===== config.mk =====
export PLATFORM = sky130hd
export DESIGN_NAME = alu_result_stage
export DESIGN_NICKNAME = d
export VERILOG_FILES = /design/src/rtl/alu_stage_pkg.sv /design/src/rtl/alu_result_stage_branch_cond.sv /design/src/rtl/alu_result_stage.sv
export SDC_FILE = /design/constraint.sdc
export NUM_CORES = 1
export LEC_CHECK = 0
export ABC_CLOCK_PERIOD_IN_PS = 8850
export BUFFER_PORTS_ARGS = -buffer_cell sky130_fd_sc_hd__buf_2
export CORE_MARGIN = 2
export CORE_UTILIZATION = 55
export DETAILED_ROUTE_END_ITERATION = 10
export PLACE_DENSITY_LB_ADDON = 0.15
export SYNTH_ARGS = -nofsm -noshare
export SYNTH_HDL_FRONTEND = slang
export SYNTH_SLANG_ARGS = --single-unit
export TNS_END_PERCENT = 1

===== constraint.sdc =====
create_clock -name clk -period 8.85 [get_ports clk]
set_input_delay 2.2125 -clock clk [delete_from_list [all_inputs] [get_ports clk]]
set_output_delay 2.2125 -clock clk [all_outputs]
set_load 0.005 [all_outputs]

===== src/rtl/alu_stage_pkg.sv =====
// rtl/alu_stage_pkg.sv - shared codes, flag indices and entry sizing for alu_result_stage
package alu_stage_pkg;

  typedef enum logic [2:0] {
    BR_NONE = 3'b000,
    BR_BEQ  = 3'b001,
    BR_BNE  = 3'b010,
    BR_BLT  = 3'b011,
    BR_BGE  = 3'b100,
    BR_BLTU = 3'b101,
    BR_BGEU = 3'b110,
    BR_JAL  = 3'b111
  } br_op_e;

  localparam int FLAG_EQ  = 0;
  localparam int FLAG_LT  = 1;
  localparam int FLAG_LTU = 2;

  typedef enum logic [2:0] {
    SUB  = 3'd0,
    ADD  = 3'd1,
    AND  = 3'd2,
    OR   = 3'd3,
    XOR  = 3'd4,
    RMV  = 3'd5,
    LMV  = 3'd6,
    ARMV = 3'd7
  } alu_sel_e;

  typedef enum logic [1:0] {
    ST_EMPTY = 2'd0,
    ST_ONE   = 2'd1,
    ST_FULL  = 2'd2
  } stage_state_e;

  // Entry = {result, target, rd, wb_en, taken, error}
  localparam int ENTRY_BITS_W = 3;

  function automatic int entry_w(input int width, input int rd_w);
    return 2 * width + rd_w + ENTRY_BITS_W;
  endfunction

endpackage


===== src/rtl/alu_result_stage_branch_cond.sv =====
// rtl/alu_result_stage_branch_cond.sv - branch/jump taken decision from compare flags
module branch_cond
  import alu_stage_pkg::*;
(
  input  logic [2:0] br_op,
  input  logic [2:0] flag,
  input  logic       error,
  output logic       taken
);

  logic cond;

  always_comb begin
    cond = 1'b0;
    case (br_op_e'(br_op))
      BR_BEQ:  cond = flag[FLAG_EQ];
      BR_BNE:  cond = !flag[FLAG_EQ];
      BR_BLT:  cond = flag[FLAG_LT];
      BR_BGE:  cond = !flag[FLAG_LT];
      BR_BLTU: cond = flag[FLAG_LTU];
      BR_BGEU: cond = !flag[FLAG_LTU];
      BR_JAL:  cond = 1'b1;
      default: cond = 1'b0;
    endcase
    taken = cond && !error;
  end

endmodule


===== src/rtl/alu_result_stage.sv =====
// rtl/alu_result_stage.sv - EX/MEM result register with branch resolve and 2-entry skid buffer
// Optional ALU_STAGE_STATS_EN adds saturating taken/error transfer counters.
module alu_result_stage
  import alu_stage_pkg::*;
#(
  parameter int WIDTH = 32,
  parameter int RD_W  = 5
) (
  input  logic             clk,
  input  logic             rstn,
  input  logic             flush,
  input  logic             in_valid,
  output logic             in_ready,
  input  logic [WIDTH-1:0] alu_ans,
  input  logic [2:0]       alu_flag,
  input  logic             alu_error,
  input  logic [2:0]       in_br_op,
  input  logic [WIDTH-1:0] in_pc,
  input  logic [WIDTH-1:0] in_imm,
  input  logic [RD_W-1:0]  in_rd,
  input  logic             in_wb_en,
  output logic             out_valid,
  input  logic             out_ready,
  output logic [WIDTH-1:0] out_result,
  output logic [RD_W-1:0]  out_rd,
  output logic             out_wb_en,
  output logic             out_br_taken,
  output logic [WIDTH-1:0] out_br_target,
  output logic             out_error
`ifdef ALU_STAGE_STATS_EN
  ,
  output logic [31:0]      stat_taken,
  output logic [31:0]      stat_error
`endif
);

  localparam int EW = entry_w(WIDTH, RD_W);

  stage_state_e state_q, state_d;
  logic [EW-1:0] main_q, skid_q, in_entry;
  logic accept, transfer, load_main, load_skid, move_skid;
  logic taken;
  logic [WIDTH-1:0] result, target;
  logic wb_en;

  branch_cond u_branch_cond (
    .br_op (in_br_op),
    .flag  (alu_flag),
    .error (alu_error),
    .taken (taken)
  );

  // An erroring JAL still reports alu_ans rather than the link address.
  assign result   = (!alu_error && in_br_op == BR_JAL) ? in_pc + WIDTH'(4) : alu_ans;
  assign target   = in_pc + in_imm;
  assign wb_en    = in_wb_en && !alu_error && (in_rd != '0);
  assign in_entry = {result, target, in_rd, wb_en, taken, alu_error};

  assign in_ready  = (state_q != ST_FULL);
  assign out_valid = (state_q != ST_EMPTY);
  assign accept    = in_valid && in_ready;
  assign transfer  = out_valid && out_ready;

  assign {out_result, out_br_target, out_rd, out_wb_en, out_br_taken, out_error} = main_q;

  always_comb begin
    state_d   = state_q;
    load_main = 1'b0;
    load_skid = 1'b0;
    move_skid = 1'b0;
    if (flush) begin
      state_d = ST_EMPTY;
    end else begin
      case (state_q)
        ST_EMPTY: begin
          if (accept) begin
            state_d   = ST_ONE;
            load_main = 1'b1;
          end
        end
        ST_ONE: begin
          if (accept && !transfer) begin
            state_d   = ST_FULL;
            load_skid = 1'b1;
          end else if (accept && transfer) begin
            load_main = 1'b1;
          end else if (transfer) begin
            state_d = ST_EMPTY;
          end
        end
        ST_FULL: begin
          if (transfer) begin
            state_d   = ST_ONE;
            move_skid = 1'b1;
          end
        end
        default: state_d = ST_EMPTY;
      endcase
    end
  end

  always_ff @(posedge clk) begin
    if (!rstn) begin
      state_q <= ST_EMPTY;
      main_q  <= '0;
      skid_q  <= '0;
    end else begin
      state_q <= state_d;
      if (load_main) begin
        main_q <= in_entry;
      end else if (move_skid) begin
        main_q <= skid_q;
      end
      if (load_skid) begin
        skid_q <= in_entry;
      end
    end
  end

`ifdef ALU_STAGE_STATS_EN
  logic counted;
  assign counted = transfer && !flush;

  always_ff @(posedge clk) begin
    if (!rstn) begin
      stat_taken <= '0;
      stat_error <= '0;
    end else if (counted) begin
      if (out_br_taken && stat_taken != 32'hFFFF_FFFF) begin
        stat_taken <= stat_taken + 32'd1;
      end
      if (out_error && stat_error != 32'hFFFF_FFFF) begin
        stat_error <= stat_error + 32'd1;
      end
    end
  end
`endif

endmodule


* After elaboration in Yosys (flattened, before gate mapping)
Index checks and enable logic that the tools add are counted.
Operators by class: add/sub/neg operators 2, eq/ne operators 14, multiplexer cells 21, bitwise operators 1, reductions and logical operators 19
Operator list (count):
- $mux 72 | 2
- $add 32x3->32 const B | 1
- $add 32x32->32 | 1
- $mux 32 | 1
- $eq 3x3->1 const B | 4
- $mux 1 | 10
- $mux 2 | 5
- $logic_and 1x1->1 | 8
- $pmux 1 s7 | 1
- $eq 3x2->1 const B | 2
- $ne 2x2->1 const B | 3
- $ne 3x3->1 const B | 2
- $pmux 2 s3 | 1
- $logic_not 1->1 | 5
- $reduce_bool 5->1 | 1
- $reduce_and 4->1 | 1
- $reduce_bool 2->1 | 2
- $eq 3x1->1 const B | 1
- $eq 2x1->1 const B | 1
- $eq 2x2->1 const B | 1
- $logic_not 2->1 | 1
- $pmux 1 s2 | 1
- $reduce_or 2->1 | 1
- $not 1->1 | 1
Storage, ports and cells: bits in registers 146, bits of input ports 114, output and inout bits 74, logic and storage cells 60

* Depth between registers and ports, before layout
Gate-level depths: netlist of the first run.
word-level depth 8, mapped depth 10, depth with buffers taken out 10

* Hierarchy
A second synthesis of the first run with hierarchy kept.
Unflattened totals: cells, all modules 1071, area, all modules 8345.5 um^2
Modules (own cells, without submodules):
- alu_result_stage | instances 1, cells an instance 1063, area an instance 8281.7 um^2, seq. area each 2922.8 um^2
- branch_cond | instances 1, cells an instance 8, area an instance 63.8 um^2, seq. area each 0.0 um^2

* Worst setup path before layout of the first run
No wires, ideal clock.
kind input-to-reg, start in in_pc[6], end reg main_q[39], setup time 0.137 ns, arrival time 4.174 ns, data required time 8.713 ns, slack 4.539 ns, stages on the path 10, buffers on the path 1, cells stage by stage ha_1 > buf_6 > a2111oi_4 > o21ai_2 > a31oi_4 > nand3_1 > a21o_1 > a221oi_4 > o211a_1 > a221oi_2
Between the ends: longest elaborated chain between the ends 2
Ends and longest elaborated chain:
- start, declared | RTL line alu_result_stage.sv:18 | input logic [WIDTH-1:0] in_pc,
- $add 32x32->32 | RTL line alu_result_stage.sv:55 | assign target = in_pc + in_imm;
- $mux 72 | RTL line alu_result_stage.sv:109 | if (load_main) begin
- end signal, assigned | RTL line alu_result_stage.sv:110 | main_q <= in_entry;
- end signal, assigned | RTL line alu_result_stage.sv:112 | main_q <= skid_q;
- end, declared | RTL line alu_result_stage.sv:40 | logic [EW-1:0] main_q, skid_q, in_entry;
No other way between the ends. A chain may end at the register's enable or synchronous reset.

* Worst setup path in the final report of the first run
start in in_pc[3], end reg skid_q[37]
Between the ends: longest elaborated chain between the ends 1
Ends and longest elaborated chain:
- $add 32x32->32 | RTL line alu_result_stage.sv:55
- end signal, assigned | RTL line alu_result_stage.sv:115 | skid_q <= in_entry;
- end, declared | RTL line alu_result_stage.sv:40
No other way between the ends.

==> impl_metrics.tcl, run 1 <==
set metrics [dict create \
    filler_instances 1369 \
    leakage_nw 4.82 \
    clock.fmax_mhz 230 \
    drt_drc_violations_left 0 \
    r2r_slack_ns 6.03 \
    cts.reportedPaths.clkPinSlew_ns 0.06 \
    grtUsageTotal_pct 30.3 \
    design.final.nets 1433 \
    h-tree-depth 4 \
    post_dp_cell_area_mm2 0.00962 \
    post-cts-setup-buffer-count 0 \
    cts_made_buffers 17 \
    power_report.internal_total_mw 1.29 \
    vdd.ir_drop.worst_mv 0.156 \
    grt_max_degree 105 \
    layout_area_overhead_pct 18.3 \
    final_min_period_ns 4.35 \
    seq_power_share_pct 39.3 \
    slew_viol_final 0 \
    synthDominantCellAreaShare_pct 33.8 \
    timing.critical_path.fanout_max 5 \
    grt_antenna_before_repair 1 \
    synth_seq_cells 146 \
    synth-edff-count 0 \
    die-height_um 129 \
    number_of_instances_in_the_synthesized_netlist 1151 \
    area_contributors_post_synth "dfxtp_1 34%, nand2_1 14%, o211a_1 6.3%" \
    timing.hold.worst.class "flip-flop to flip-flop" \
    cts.repair.resized 0 \
    detailedPlacementHpwl_um 17300 \
    criticalPathCategory "input pin to flip-flop" \
    max-slew-margin-rel_pct 22.6 \
    worstSetupStartpointType "input pin" \
    setup_viol 0 \
    ant_nets 0 \
    cap_viol_max_count 0 \
    floorplan_core_area_mm2 0.0153 \
    timing.setup.tns_ns 0 \
    numPortBuffers 187 \
    routed_wl_um 25400 \
    clock_path_buffers 2 \
    synthFlopType "dfxtp_1" \
    power.combinational.fraction_pct 18.9 \
    drt_iter0_drc 806 \
    net_switching_power_figure_uw 492 \
    power_density_mw_per_mm2 174 \
    synth.most_common_cell "nand2_1" \
    pwr-share-clk_pct 41.8 \
    clock_latency_late_sink_ns 0.42 \
    clk_root_buffer_cell "clkbuf_16" \
    cp_max_stage_delay_ns 0.44 \
    first_pass_grt_wire_length_um 40100 \
    critical_path_required_ns 9.11 \
    routed_via_density 5.82 \
    final_cell_area_mm2 0.0102 \
    avgRoutedWirePerCell_um 16.8 \
    grt_pass1_vias 7873 \
    cts_tree "built" \
    post-route-util_pct 67.0 \
    synthesis.area_per_instance_um2 7.51 \
    cells_traversed_along_the_worst_timing_path "buf_2 > ha_1 > o21ai_0 > o21ai_2 > a41oi_1 > o21ai_1 > nand3_1 > o41a_1 > nand4_1 > o221ai_1" \
    count_of_final_hold_check_violations 0 \
    critical_path.top_delay_family "compound AO/OA/AOI/OAI gates" \
    synth_warnings 0 \
    arrival_time_of_the_worst_setup_path_ns 4.61 \
    fp-row-count 45 \
    synth_area_leader_cell "dfxtp_1" \
    worst_clock_skew_ns 0.00631 \
    library_cell_contributing_the_largest_single_delay_on_the_critical_path "o21ai_1" \
    worst_setup_path_end_kind "flip-flop" \
    worst_pin_slew_ns 1.16 \
    yosys.cell_types.count 64 \
    num_io_pins 188 \
    seq_area_frac_synth_pct 33.8 \
    grt_overflow_total 0 \
    die-area_mm2 0.0167 \
    clock-sinks 146 \
    post_cts_hold_buffer_count 0 \
    run_status "finished, final reports clean" \
    netlist_area_pre_place_mm2 0.00864 \
    layout-drive-gt1-share_pct 18.3 \
    drt_pass1_iterations 7 \
    sw_frac_of_total_pct 27.6 \
    synth_async_reset_ratio_pct 0 \
    crit_share_post_route_pct 49.1 \
    setup_repair_after_global_routing_missed_its_margin "no" \
    syn_nets 1298 \
    top_cell_types_by_occurrence_after_synthesis "319 x nand2_1, 146 x dfxtp_1, 89 x nand3_1, 82 x a21oi_1, 72 x clkbuf_1" \
    gp_routability_congestion 0.944 \
    fp.dieW_um 129 \
    routed-via-count 8793 \
    starting_density_of_the_core_pct 56.7 \
    path_buf_inv 1 \
]
## path summary, 6_finish.rpt
check | startpoint | cells after the start | end
worst min register to register | skid_q[13]$_SDFFE_PN0P_ | 2 | skid_q[13]$_SDFFE_PN0P_
worst min-delay path | skid_q[13]$_SDFFE_PN0P_ | 2 | skid_q[13]$_SDFFE_PN0P_
worst max register to register | state_q[1]$_SDFFE_PP0P_ | 7 | main_q[39]$_SDFFE_PN0P_
worst max-delay path | in_pc[3] | 10 | skid_q[37]$_SDFFE_PN0P_
## power groups by stage
| stage | registers, mW | logic, mW | clock network, mW |
|---|---|---|---|
| global placement | 0.714 | 0.328 | 0 |
| detailed placement | 0.714 | 0.330 | 0 |
| floorplan | 0.715 | 0.213 | 0 |
| finish | 0.700 | 0.336 | 0.744 |
| global route | 0.703 | 0.371 | 0.778 |
| CTS | 0.700 | 0.333 | 0.750 |
## worst reg2reg max path, cell delays in order, from the launching register on
cell	delay (ns)
dfxtp_1	0.41
nor2b_1	0.27
nand3b_1	0.83
buf_4	0.65
nand2_1	0.15
a21oi_1	0.07
o21ai_0	0.26
a221oi_2	0.06
## routing by layer
layer / GRT usage [%] / vias to the layer above / part of all wire (%)
li1: - / 4304 / -
met1: 40.8 / 4090 / 44
met2: 48.9 / 346 / 46
met3: 5.41 / 53 / 7.4
met4: 10.8 / 0 / 2.8
met5: 0 / - / 0
## state kept, by name, summed over array words and instances, names as in the netlist
signal and cells:
state_q 2, main_q 72, skid_q 72
## cells in the final DEF (no fill, tap or decap), types with 7 or more instances in the layout
cell	instances
a21boi_0	49
a21o_1	14
a21oi_1	82
and3_1	13
buf_2	186
buf_4	8
clkbuf_16	17
dfxtp_1	146
ha_1	32
inv_1	11
nand2_1	317
nand3_1	89
nand4_1	12
nor2_1	40
nor2b_1	7
o211a_1	54
o21ai_0	54
xnor2_1	28
xor2_1	27
## final cells by class
cell class / instances / area (um2) / share of cell area (%)
multi-input cells: 916 / 5400 / 52.8
flip-flops and latches: 146 / 2920 / 28.6
repair buffers: 194 / 991 / 9.69
clock buffers: 23 / 478 / 4.67
well taps: 211 / 264 / 2.58
clock inverters: 8 / 128 / 1.25
inverters: 11 / 41.3 / 0.404
diodes: 1 / 2.50 / 0.0245
## cell families after synthesis
kind of cell | share of synthesized area [%]
adders and majority gates | 4.86
and+or+nand+nor | 26.0
muxes | 0.579
DFF | 33.8
xor gates and xnor gates | 5.57
buffers and inverters | 3.98
AOI/OAI and AO/OA | 25.2
## stage by stage
step | setup slack [ns] | total power [mW] | cells | hold slack, ns
after floorplan | 4.54 | 0.928 | 1151 | 0.439
after global placement | 4.18 | 1.04 | 1478 | 0.451
after detailed placement | 4.15 | 1.04 | 1478 | 0.458
after CTS | 4.54 | 1.78 | 1509 | 0.466
after global routing | 4.32 | 1.85 | 1510 | 0.484
final | 4.50 | 1.78 | 1510 | 0.463
No activity file was read; power rests on OpenSTA's default activity.
==> run 2, diff against run 1 <==
Settings changed: ABC_CLOCK_PERIOD_IN_PS 8850 to 4040.
Clock period 8.85 ns to 4.04 ns, I/O delays scaled along.
==> impl_metrics.tcl, run 2 (same netlist as run 1, synthesis figures left out) <==
set metrics [dict create \
    post-cts-setup-buffer-count 0 \
    count_of_final_hold_check_violations 0 \
    vdd.ir_drop.worst_mv 0.321 \
    timing.setup.tns_ns 0 \
    cts_made_buffers 17 \
    mostFrequentLayoutCells "317 x nand2_1, 186 x buf_2, 146 x dfxtp_1, 89 x nand3_1, 82 x a21oi_1" \
    timing.hold.worst.class "flip-flop to flip-flop" \
    max-slew-margin-rel_pct 60.1 \
    grt_max_degree 73 \
    cts_tree "built" \
    r2r_slack_ns 1.95 \
    clock_latency_late_sink_ns 0.43 \
    fp.dieW_um 129 \
    routed_via_density 5.79 \
    slew_viol_final 0 \
    clk_root_buffer_cell "clkbuf_16" \
    drt_pass1_iterations 7 \
    ant_nets 0 \
    final_min_period_ns 3.13 \
    num_io_pins 188 \
    crit_reg_reg_startpoint "state_q[1]$_SDFFE_PP0P_" \
    starting_density_of_the_core_pct 56.7 \
    cap_viol_max_count 0 \
    worst_pin_slew_ns 0.599 \
    detailedPlacementHpwl_um 18000 \
    layout-drive-gt1-share_pct 19.0 \
    avgRoutedWirePerCell_um 16.9 \
    routed-via-count 8806 \
    most_common_cell_after_layout_fill_and_taps_aside "nand2_1" \
    layout_area_overhead_pct 19.1 \
    power_density_mw_per_mm2 370 \
    setup_viol 0 \
    reg.largest.list "main_q (72), skid_q (72), state_q (2)" \
    final_cell_area_mm2 0.0103 \
    arrival_time_of_the_worst_setup_path_ns 3.43 \
    fin_ws_ns 0.906 \
    grt_pass1_vias 7975 \
    wirelength_met1_um 11500 \
    worst_hold_startpoint "skid_q[0]$_SDFFE_PN0P_" \
    cts.reportedPaths.clkPinSlew_ns 0.06 \
    die-height_um 129 \
    drt_drc_violations_left 0 \
    post-route-util_pct 67.5 \
    grt_overflow_total 0 \
    worst_setup_path_end_kind "flip-flop" \
    routed_wl_um 25700 \
    total_power_mw 3.81 \
    clock_path_buffers 2 \
    route.top_layer_used "met4" \
    hold_path_depth 2 \
    floorplan_core_area_mm2 0.0153 \
    critical_path.reg2reg.endpoint "skid_q[24]$_SDFFE_PN0P_" \
    timing.critical_path.fanout_max 5 \
    run_status "finished, final reports clean" \
    first_pass_grt_wire_length_um 40500 \
    route.met2.wl_um 12000 \
    die-area_mm2 0.0167 \
    post_dp_cell_area_mm2 0.00973 \
    worst_hold_path.endpoint "skid_q[0]$_SDFFE_PN0P_" \
    setup_repair_after_global_routing_missed_its_margin "no" \
    grtUsageTotal_pct 30.7 \
    leakage_nw 4.86 \
    post_layout_nonfiller_instances 1520 \
    design.final.nets 1442 \
    ff2ff_path_depth 7 \
    criticalPathCategory "input pin to flip-flop" \
    clock.fmax_mhz 319 \
    placed_cells_incl_taps 1487 \
    met3RoutedLength_um 1720 \
    fp-row-count 45 \
    gp_routability_congestion 0.934 \
    finalHoldWorstSlack_ns 0.461 \
    clock-sinks 146 \
    crit_share_post_route_pct 77.6 \
    cts.repair.resized 0 \
    h-tree-depth 4 \
    drt_iter0_drc 724 \
    dpl_worst_slack_ns 0.505 \
    post_cts_hold_buffer_count 0 \
    numPortBuffers 187 \
    grt_antenna_before_repair 1 \
    critical_path_required_ns 4.34 \
    worstSetupStartpointType "input pin" \
    worst_clock_skew_ns 0.00737 \
]
run 2: changes by cell type in the layout (fill, tap and decap cells not counted), sizes merged:
cell,change
bufinv,-2
clkinvlp,+1
clkbuf,-4
inv,+6
buf,+9
run 2: metal layers:
metal	GRT usage, %	vias to the layer above
met5	0	-
met2	50.0	308
met3	5.53	30
li1	-	4318
met1	42.1	4150
met4	8.50	0
run 2: worst max-delay path by stage:
stage              from                 endpoint  slack (ns)  cells past startpoint
2_1_floorplan  in_pc[6]  main_q[39]$_SDFFE_PN0P_        0.93                     10
3_3_place_gp   in_pc[0]  main_q[38]$_SDFFE_PN0P_        0.53                     11
3_5_place_dp   in_pc[0]  main_q[38]$_SDFFE_PN0P_        0.50                     11
4_1_cts        in_pc[0]  main_q[38]$_SDFFE_PN0P_        0.94                     11
5_1_grt        in_pc[0]  skid_q[32]$_SDFFE_PN0P_        0.71                     11
6_report       in_pc[0]  main_q[38]$_SDFFE_PN0P_        0.91                     11
run 2: cell type report:
type	instances	area [um2]
fill	1361	4960
tap	211	264
clock buffer	19	443
inverter	11	41.3
clock inverter	13	124
multi-input combinational	916	5400
sequential	146	2920
antenna	1	2.50
timing repair buffer	203	1100
run 2: power breakdown:
part	internal, mW	switching [mW]
Sequential	1.50	0.0317
Combinational	0.306	0.437
Clock	0.873	0.661
run 2: worst max-delay path, stage by stage:
cell,delay (ns)
buf_2,0.11
ha_1,0.23
fa_1,0.42
a21oi_1,0.24
nor2_1,0.15
o2111ai_1,0.29
nand3b_1,0.18
a311oi_2,0.35
o31a_1,0.22
xor2_1,0.16
a21oi_1,0.08
==> run 3, diff against run 2 <==
Settings changed: ABC_CLOCK_PERIOD_IN_PS 4040 to 3150.
Clock period 4.04 ns to 3.15 ns, I/O delays scaled along.
==> impl_metrics.tcl, run 3 (same netlist as run 1, synthesis figures left out) <==
set metrics [dict create \
    avgRoutedWirePerCell_um 16.6 \
    filler_instances 1313 \
    criticalPathCategory "input pin to flip-flop" \
    die-height_um 129 \
    floorplan_core_area_mm2 0.0153 \
    mostFrequentLayoutCells "317 x nand2_1, 186 x buf_2, 146 x dfxtp_1, 89 x nand3_1, 82 x a21oi_1" \
    worst_pin_slew_ns 0.626 \
    gp_routability_congestion 0.989 \
    post-cts-setup-buffer-count 0 \
    grt_pass1_vias 7924 \
    hold_path_depth 2 \
    cp_max_stage_delay_ns 0.47 \
    slew_viol_final 0 \
    drt_pass1_iterations 6 \
    timing.critical_path.fanout_max 5 \
    grt_overflow_total 0 \
    arrival_time_of_the_worst_setup_path_ns 3.21 \
    cells_traversed_along_the_worst_timing_path "buf_2 > ha_1 > a211oi_1 > buf_4 > o21ai_2 > a41oi_1 > o21ai_1 > nand3_1 > o41a_1 > xor2_1 > a21oi_1" \
    design.final.nets 1472 \
    drt_drc_violations_left 0 \
    setup_viol 0 \
    h-tree-depth 4 \
    placed_cells_incl_taps 1517 \
    first_pass_grt_wire_length_um 40600 \
    clk_root_buffer_cell "clkbuf_16" \
    layout_area_overhead_pct 22.5 \
    worst_clock_skew_ns 0.00614 \
    cts_made_buffers 17 \
    starting_density_of_the_core_pct 56.7 \
    grt_antenna_before_repair 2 \
    numPortBuffers 187 \
    routed-via-count 8896 \
    final_min_period_ns 2.85 \
    reg.largest.list "main_q (72), skid_q (72), state_q (2)" \
    cap_viol_max_count 0 \
    max-slew-margin-rel_pct 58.3 \
    post_cts_hold_buffer_count 0 \
    most_common_cell_after_layout_fill_and_taps_aside "nand2_1" \
    num_io_pins 188 \
    run_status "finished, final reports clean" \
    count_of_final_hold_check_violations 0 \
    worst_setup_path_end_kind "flip-flop" \
    cts.reportedPaths.clkPinSlew_ns 0.06 \
    finalHoldWorstSlack_ns 0.465 \
    layout-drive-gt1-share_pct 20.8 \
    die-area_mm2 0.0167 \
    leakage_nw 5.03 \
    crit_share_post_route_pct 90.5 \
    fp.dieW_um 129 \
    grtUsageTotal_pct 30.7 \
    routed_via_density 5.74 \
    library_cell_contributing_the_largest_single_delay_on_the_critical_path "o21ai_1" \
    vdd.ir_drop.worst_mv 0.371 \
    ff2ff_path_depth 5 \
    routed_wl_um 25700 \
    fp-row-count 45 \
    ant_nets 0 \
    timing.hold.worst.class "flip-flop to flip-flop" \
    clock.fmax_mhz 351 \
    total_power_mw 5.10 \
    timing.setup.tns_ns 0 \
    setup_repair_after_global_routing_missed_its_margin "no" \
    clock-sinks 146 \
    grt_max_degree 81 \
    clock_path_buffers 2 \
    cts_tree "built" \
    detailedPlacementHpwl_um 18000 \
    critical_path_required_ns 3.51 \
    clock_latency_late_sink_ns 0.42 \
    power_density_mw_per_mm2 482 \
    drt_iter0_drc 697 \
    post_layout_nonfiller_instances 1551 \
    worstSetupStartpointType "input pin" \
    cts.repair.resized 0 \
]
-- run 3: worst max-delay path, delay by kind of cell --
family | cells | cell delay [ns]
AND/OR/NAND/NOR | 1 | 0.17
XOR/XNOR | 1 | 0.16
AO/OA/AOI/OAI | 6 | 1.53
buffers and inverters | 2 | 0.26
adder cells (fa/ha/maj) | 1 | 0.29
-- run 3: layout make-up --
cell class / count / area (um2) / area share (%)
Multi-Input combinational cell: 916 / 5400 / 51.0
Tap cell: 211 / 264 / 2.49
Inverter: 11 / 41.3 / 0.390
Antenna cell: 2 / 5.00 / 0.0473
Timing Repair Buffer: 233 / 1330 / 12.6
Sequential cell: 146 / 2920 / 27.6
Clock buffer: 19 / 433 / 4.09
Clock inverter: 13 / 184 / 1.74
-- run 3: per-stage QoR --
stage	area, um2	utilization [%]	setup WS (ns)
floorplan	8640	-	0.264
global placement	9960	65.3	-0.0518
detailed placement	9960	65.3	-0.0916
CTS	10600	69.3	0.338
global route	10600	69.4	0.113
finish	10600	69.4	0.298
-- run 3: final timing paths --
path                                start                      end  slack (ns)
setup / recovery                 in_pc[1]  main_q[37]$_SDFFE_PN0P_        0.30
hold / removal     skid_q[6]$_SDFFE_PN0P_   skid_q[6]$_SDFFE_PN0P_        0.47
setup reg to reg  state_q[1]$_SDFFE_PP0P_  skid_q[18]$_SDFFE_PN0P_        1.18
hold reg to reg    skid_q[6]$_SDFFE_PN0P_   skid_q[6]$_SDFFE_PN0P_        0.47
-- run 3: power breakdown --
group          switching (mW)  total [mW]  internal [mW]
clock                   0.810        2.14           1.32
combinational           0.568       0.995          0.427
sequential             0.0422        1.97           1.93
-- run 3: per-layer routing --
metal | vias up | wire [um] | track usage (%)
met4 | 0 | 570 | 9.72
li1 | 4376 | - | -
met1 | 4116 | 11700 | 43.2
met3 | 41 | 1980 | 5.95
met5 | - | 0 | 0
met2 | 363 | 11500 | 47.8
